--- src/rtl/fetch_pkg.sv ---
// rtl/fetch_pkg.sv - shared types and constants for the instruction fetch stage
package fetch_pkg;
   localparam int PC_STEP = 4;
   localparam int IR_W    = 32;

   typedef enum logic [1:0] {F_IDLE, F_REQ, F_DROP} fetch_state_t;
   typedef enum logic [1:0] {I_READY, I_BUSY, I_DONE, I_GUARD} issue_state_t;
endpackage

--- src/rtl/fetch_if.sv ---
// rtl/fetch_if.sv - memory, decoder and redirect signals of the fetch stage
interface fetch_if
   import fetch_pkg::*;
#(
   parameter int AW = 16
);
   logic            en;
   logic            mem_req;
   logic [AW-1:0]   mem_addr;
   logic            mem_ack;
   logic [IR_W-1:0] mem_rdata;
   logic [IR_W-1:0] ir;
   logic            cs;
   logic            ready1;
   logic            br_valid;
   logic [AW-1:0]   br_target;
   logic [AW-1:0]   pc;

   modport master (
      input  en, mem_ack, mem_rdata, ready1, br_valid, br_target,
      output mem_req, mem_addr, ir, cs, pc
   );

   modport slave (
      output en, mem_ack, mem_rdata, ready1, br_valid, br_target,
      input  mem_req, mem_addr, ir, cs, pc
   );
endinterface

--- src/rtl/fetch_fifo.sv ---
// rtl/fetch_fifo.sv - shift-style instruction buffer; flush beats push and pop
module fetch_fifo #(
   parameter int W     = 32,
   parameter int DEPTH = 2
) (
   input  logic         clk,
   input  logic         rst_n,
   input  logic         push,
   input  logic [W-1:0] din,
   input  logic         pop,
   input  logic         flush,
   output logic [W-1:0] head,
   output logic         full,
   output logic         empty
);
   localparam int CW = $clog2(DEPTH + 1);

   logic [CW-1:0] count;
   logic [CW-1:0] wr_idx;
   logic [W-1:0]  mem [DEPTH];
   logic          do_push, do_pop;

   assign empty   = (count == '0);
   assign full    = (count == CW'(DEPTH));
   assign head    = mem[0];
   assign do_pop  = pop & ~empty;
   assign do_push = push & (~full | do_pop);
   // Head always lives in slot 0, so a simultaneous pop shifts the write slot down.
   assign wr_idx  = do_pop ? count - 1'b1 : count;

   always_ff @(posedge clk or negedge rst_n) begin
      if (!rst_n)
         count <= '0;
      else if (flush)
         count <= '0;
      else
         count <= count + CW'(do_push) - CW'(do_pop);
   end

   always_ff @(posedge clk) begin
      for (int i = 0; i < DEPTH - 1; i++)
         if (do_pop) mem[i] <= mem[i + 1];
      for (int i = 0; i < DEPTH; i++)
         if (do_push && !flush && wr_idx == CW'(i)) mem[i] <= din;
   end
endmodule

--- src/rtl/fetch_unit.sv ---
// rtl/fetch_unit.sv - PC, memory fetch FSM and decoder issue FSM
// Define FETCH_PREFETCH_EN for a 2-deep buffer overlapping fetch with decode.
module fetch_unit
   import fetch_pkg::*;
#(
   parameter int            AW       = 16,
   parameter logic [AW-1:0] RESET_PC = '0
) (
   input logic     clk,
   input logic     rst_n,
   fetch_if.master bus
);
`ifdef FETCH_PREFETCH_EN
   localparam int DEPTH = 2;
`else
   localparam int DEPTH = 1;
`endif

   fetch_state_t    f_state, f_next;
   issue_state_t    i_state, i_next;
   logic [AW-1:0]   pc_q, pc_next, addr_q, addr_next;
   logic [IR_W-1:0] ir_q, head;
   logic            cs_q, push, pop, full, empty;

   fetch_fifo #(.W(IR_W), .DEPTH(DEPTH)) u_fifo (
      .clk   (clk),
      .rst_n (rst_n),
      .push  (push),
      .din   (bus.mem_rdata),
      .pop   (pop),
      .flush (bus.br_valid),
      .head  (head),
      .full  (full),
      .empty (empty)
   );

   assign bus.mem_req  = (f_state != F_IDLE);
   assign bus.mem_addr = addr_q;
   assign bus.pc       = pc_q;
   assign bus.ir       = ir_q;
   assign bus.cs       = cs_q;

   always_ff @(posedge clk or negedge rst_n) begin
      if (!rst_n) begin
         f_state <= F_IDLE;
         pc_q    <= RESET_PC;
         addr_q  <= '0;
      end else begin
         f_state <= f_next;
         pc_q    <= pc_next;
         addr_q  <= addr_next;
      end
   end

   always_comb begin
      f_next    = f_state;
      pc_next   = pc_q;
      addr_next = addr_q;
      push      = 1'b0;
      case (f_state)
         F_IDLE:
            if (!bus.br_valid && bus.en && !full) begin
               f_next    = F_REQ;
               addr_next = pc_q;
            end
         F_REQ:
            if (bus.br_valid)
               f_next = bus.mem_ack ? F_IDLE : F_DROP;
            else if (bus.mem_ack) begin
               push    = 1'b1;
               pc_next = pc_q + AW'(PC_STEP);
               f_next  = F_IDLE;
            end
         // Wrong-path read still owns the bus; wait it out at the old address.
         F_DROP:
            if (bus.mem_ack) f_next = F_IDLE;
         default:
            f_next = F_IDLE;
      endcase
      if (bus.br_valid) pc_next = bus.br_target;
   end

   always_ff @(posedge clk or negedge rst_n) begin
      if (!rst_n) begin
         i_state <= I_READY;
         ir_q    <= '0;
         cs_q    <= 1'b0;
      end else begin
         i_state <= i_next;
         cs_q    <= pop;
         if (pop) ir_q <= head;
      end
   end

   always_comb begin
      i_next = i_state;
      pop    = 1'b0;
      case (i_state)
         I_READY:
            if (!bus.br_valid && !empty && bus.ready1) begin
               pop    = 1'b1;
               i_next = I_BUSY;
            end
         I_BUSY:  if (!bus.ready1) i_next = I_DONE;
         I_DONE:  if (bus.ready1) i_next = I_GUARD;
         // One dead cycle so the decoder settles before it can see cs again.
         I_GUARD: i_next = I_READY;
         default: i_next = I_READY;
      endcase
   end
endmodule

--- src/flat_wrapper.sv ---
// flat-port wrapper written by rule: the top's interface ports become plain ports
module fetch_unit_flat import fetch_pkg::*;
#(
   parameter int            AW       = 16,
   parameter logic [AW-1:0] RESET_PC = '0
)
  (clk, rst_n, bus_en, bus_mem_ack, bus_mem_rdata, bus_ready1, bus_br_valid, bus_br_target, bus_mem_req, bus_mem_addr, bus_ir, bus_cs, bus_pc);
  fetch_if #(.AW(AW)) bus_i ();
  input logic clk;
  input logic rst_n;
  input wire logic [$bits(bus_i.en)-1:0] bus_en;
  input wire logic [$bits(bus_i.mem_ack)-1:0] bus_mem_ack;
  input wire logic [$bits(bus_i.mem_rdata)-1:0] bus_mem_rdata;
  input wire logic [$bits(bus_i.ready1)-1:0] bus_ready1;
  input wire logic [$bits(bus_i.br_valid)-1:0] bus_br_valid;
  input wire logic [$bits(bus_i.br_target)-1:0] bus_br_target;
  output wire logic [$bits(bus_i.mem_req)-1:0] bus_mem_req;
  output wire logic [$bits(bus_i.mem_addr)-1:0] bus_mem_addr;
  output wire logic [$bits(bus_i.ir)-1:0] bus_ir;
  output wire logic [$bits(bus_i.cs)-1:0] bus_cs;
  output wire logic [$bits(bus_i.pc)-1:0] bus_pc;
  assign bus_i.en = bus_en;
  assign bus_i.mem_ack = bus_mem_ack;
  assign bus_i.mem_rdata = bus_mem_rdata;
  assign bus_i.ready1 = bus_ready1;
  assign bus_i.br_valid = bus_br_valid;
  assign bus_i.br_target = bus_br_target;
  assign bus_mem_req = bus_i.mem_req;
  assign bus_mem_addr = bus_i.mem_addr;
  assign bus_ir = bus_i.ir;
  assign bus_cs = bus_i.cs;
  assign bus_pc = bus_i.pc;
  fetch_unit #(.AW(AW), .RESET_PC(RESET_PC)) u_core (.clk(clk), .rst_n(rst_n), .bus(bus_i));
endmodule
--- config.mk ---
export PLATFORM = sky130hd
export DESIGN_NAME = fetch_unit_flat
export DESIGN_NICKNAME = d
export VERILOG_FILES = /design/src/rtl/fetch_pkg.sv /design/src/rtl/fetch_if.sv /design/src/rtl/fetch_fifo.sv /design/src/rtl/fetch_unit.sv /design/src/flat_wrapper.sv
export SDC_FILE = /design/constraint.sdc
export NUM_CORES = 1
export LEC_CHECK = 0
export BUFFER_PORTS_ARGS = -buffer_cell sky130_fd_sc_hd__buf_2
export CELL_PAD_IN_SITES_DETAIL_PLACEMENT = 1
export CELL_PAD_IN_SITES_GLOBAL_PLACEMENT = 2
export CORE_ASPECT_RATIO = 1.5
export CORE_MARGIN = 1
export CORE_UTILIZATION = 33
export DETAILED_ROUTE_END_ITERATION = 7
export PLACE_DENSITY = 0.87
export SYNTH_ARGS = -nofsm -noshare
export SYNTH_HDL_FRONTEND = slang
export SYNTH_SLANG_ARGS = --single-unit
--- constraint.sdc ---
create_clock -name clk -period 5.62 [get_ports clk]
set_clock_uncertainty 0.1 [all_clocks]
set_input_delay 0 -clock clk [delete_from_list [all_inputs] [get_ports clk]]
set_output_delay 0 -clock clk [all_outputs]
set_load 0.05 [all_outputs]
==> results.py <==
metrics = {
    "placed_design": {
        "dpl_cell_area_um2": 4750,
        "place_ws_ns": 2.49,
        "dp_hpwl_mm": 6.55,
        "io_buffers": 119,
        "finalWeightedCongestion": 0.757,
    },
    "critical_path": {
        "cp-end-kind": "register",
        "r2r_cells": 7,
        "rr_startpoint": "u_core.i_state[0]",
        "reg2reg_to": "u_core.bus.ir[30]",
        "cp.required_ns": 5.80,
        "path_max_fanout": 33,
        "cp-start-kind": "register",
        "r2r_slack_ns": 2.58,
        "worst_ep_arrival_time_ns": 3.22,
        "worst-setup-path-type": "reg2reg",
    },
    "timing": {
        "layout_setup_ws_ns": 2.58,
        "period_share_pct": 54.1,
        "hold_viol": 0,
        "max_freq_mhz": 329,
        "fin_crit_ns": 3.04,
        "tightest_slew_ns": 1.09,
        "finalSetupViolCount": 0,
        "slew_violations": 0,
        "setup_tns_ns": 0,
        "hold_ws_ns": 0.128,
        "rsz0062_at_grt": "false",
        "slew_headroom_pct": 26.7,
    },
    "global_routing": {
        "grt_pass1_vias": 3343,
        "grt-ovfl-total": 0,
        "grt_max_degree": 71,
        "track_usage_pct": 17.0,
        "grt_pass1_wl_mm": 16.2,
        "antenna_found_initial": 0,
    },
    "logic_synthesis": {
        "ys_ff_latch": 102,
        "yosysUniqueCellTypes": 41,
        "syn_nets": 385,
        "syn_inst": 326,
        "synth_seq_area_share_pct": 67.9,
        "syn_area_um2": 4000,
        "synth.avg_cell_area_um2": 12.3,
        "ys_warn_count": 0,
    },
    "clock_tree": {
        "clock_path_buffers": 2,
        "cts-htree-levels": 3,
        "cts.clk_slew.worst_paths_ns": 0.07,
        "clock_sinks": 102,
        "clk_latency_ns": 0.35,
        "cts_tree": "yes",
        "cts-root-buf": "clkbuf_16",
        "cts_buffers": 9,
    },
    "cells_and_area": {
        "most-common-layout-cells": "buf_2 (118), nand2_1 (111), dfrtp_1 (70)",
        "drive_gt1_share_pct": 32.9,
        "final_common_cell": "buf_2",
        "layout.nets": 555,
        "area_growth_pct": 39.0,
        "design_area_um2": 5560,
        "utilization_pct": 47.7,
        "antenna_cells": 0,
    },
    "route": {
        "ant_nets": 0,
        "routedWlPerCell_um": 15.2,
        "dr.pass1.iters": 4,
        "drc_errors": 0,
        "via_per_inst": 4.66,
        "vias": 3036,
        "drtIter0Drc": 78,
        "wl_mm": 9.90,
    },
    "die": {
        "die_area_um2": 12600,
        "start_util_pct": 34.3,
        "chipHeight_um": 137,
        "core_area_um2": 11700,
        "die_width_um": 91.9,
        "fp-row-count": 48,
        "ios": 120,
    },
    "pwr": {
        "ir_drop_mv": 0.211,
        "cellPowerDensity_nw_per_um2": 453,
        "leakage_nw": 2.65,
    },
    "worst_hold_path": {
        "hold-path-cell-count": 3,
        "whs_endpoint": "u_core.bus.mem_addr[1]",
        "hp-start": "bus_en",
        "hold_class": "in2reg",
    },
    "status": {
        "status": "finished, final reports clean",
    },
    "run": {
        "drv_cap": 0,
    },
}
## what timing repair did
action | CTS | global route
buffers inserted | 0 | 0
gates resized for setup | 0 | 0
hold buffers | 51 | 0
endpoints found under the hold margin | 120 | 0
## through the flow
stage,power [mW],std cells
2_1_floorplan,1.65,326
3_3_place_gp,1.86,584
3_5_place_dp,1.88,584
4_1_cts,2.55,651
5_1_grt,2.64,651
6_report,2.52,651
## registers in the layout, indices dropped and copies added (netlist names)
name	cells
u_core.bus.pc	16
u_core.u_fifo.mem	32
u_core.bus.mem_addr	16
u_core.f_state	2
u_core.i_state	2
u_core.bus.cs	1
u_core.u_fifo.full	1
u_core.bus.ir	32
## cell usage after synthesis
library cell  number  area share (%)
nand4_1            4            0.63
nand3_1            5            0.63
nor3_1             2            0.25
buf_6              1            0.28
and4b_1            1            0.25
inv_1              4            0.38
nor2b_1            3            0.47
xor2_1             2            0.44
a211oi_1           1            0.19
nor2_1             4            0.38
nor4_1             4            0.63
a21oi_1            5            0.63
nand3b_2           1            0.28
and3_1             1            0.16
a221oi_1           1            0.22
nand3b_1           1            0.19
xnor2_1            7             1.5
ha_1               5             1.6
mux2_2            21             5.9
nor3b_1            1            0.19
nand4b_1           2            0.44
clkbuf_1           6            0.56
a31oi_1            1            0.16
edfxtp_1          32              24
nor4b_4            1            0.59
nand2b_1           1            0.16
or3_1              1            0.16
nand2_1          111              10
a22o_1             1            0.22
o21ai_0            9             1.1
nor4b_1            1            0.22
nor4_2             1            0.31
or2_2              1            0.16
buf_1              2            0.19
or2b_2             1            0.22
a221o_1            1            0.25
dfrtp_1           70              44
buf_2              4            0.50
or2_4              1            0.22
and2_1             2            0.31
mux2i_1            3            0.75
## worst max path at each step
stage          cells past startpoint                       to         startpoint
6_report                           7        u_core.bus.ir[30]  u_core.i_state[0]
5_1_grt                            7        u_core.bus.ir[30]  u_core.i_state[1]
4_1_cts                            7        u_core.bus.ir[30]  u_core.i_state[0]
3_5_place_dp                       7        u_core.bus.ir[11]  u_core.i_state[0]
3_3_place_gp                       7        u_core.bus.ir[17]  u_core.i_state[0]
2_1_floorplan                      4  u_core.u_fifo.mem[0][0]  u_core.i_state[0]
## worst max-delay path, cell delays in order, from the launching register on
cell and delay (ns):
dfrtp_1 0.38, inv_1 0.12, ha_1 0.20, nand4b_1 0.68, buf_4 0.49, inv_1 0.73, nand2_1 0.15, nand2_1 0.11
## routing by layer
layer	up-vias	share of wire, %	track usage (%)
met4	0	2.0	6.77
met3	16	4.3	3.61
met2	100	53	31.5
met5	-	0	0
met1	1484	41	18.7
li1	1436	-	-
## power breakdown
group	leakage, nW	internal (mW)	switching [mW]	total [mW]
Clock	0.142	0.347	0.282	0.629
Combinational	1.32	0.228	0.654	0.883
Sequential	1.18	0.912	0.0941	1.01
Total	2.65	1.49	1.03	2.52
## cells by family (layout without fill, tap and decap cells)
| logic type | count (synthesis) | after routing | share of synthesized area [%] |
|---|---|---|---|
| buf+inv | 17 | 192 | 1.91 |
| fa+ha+maj | 5 | 5 | 1.56 |
| xor+xnor | 9 | 9 | 1.97 |
| simple gates | 150 | 150 | 17.2 |
| mux | 24 | 24 | 6.67 |
| compound gates | 19 | 19 | 2.79 |
| flops | 102 | 102 | 67.9 |
## final cells by class
class	instances	area, um^2
clock buffer	9	225
clock inverter	7	72.6
fill	1266	6090
inverter	4	15.0
multi-input combinational	207	1220
sequential	102	2710
tap	150	188
timing repair buffer	172	1120
Power figures use the tool's default switching activity.
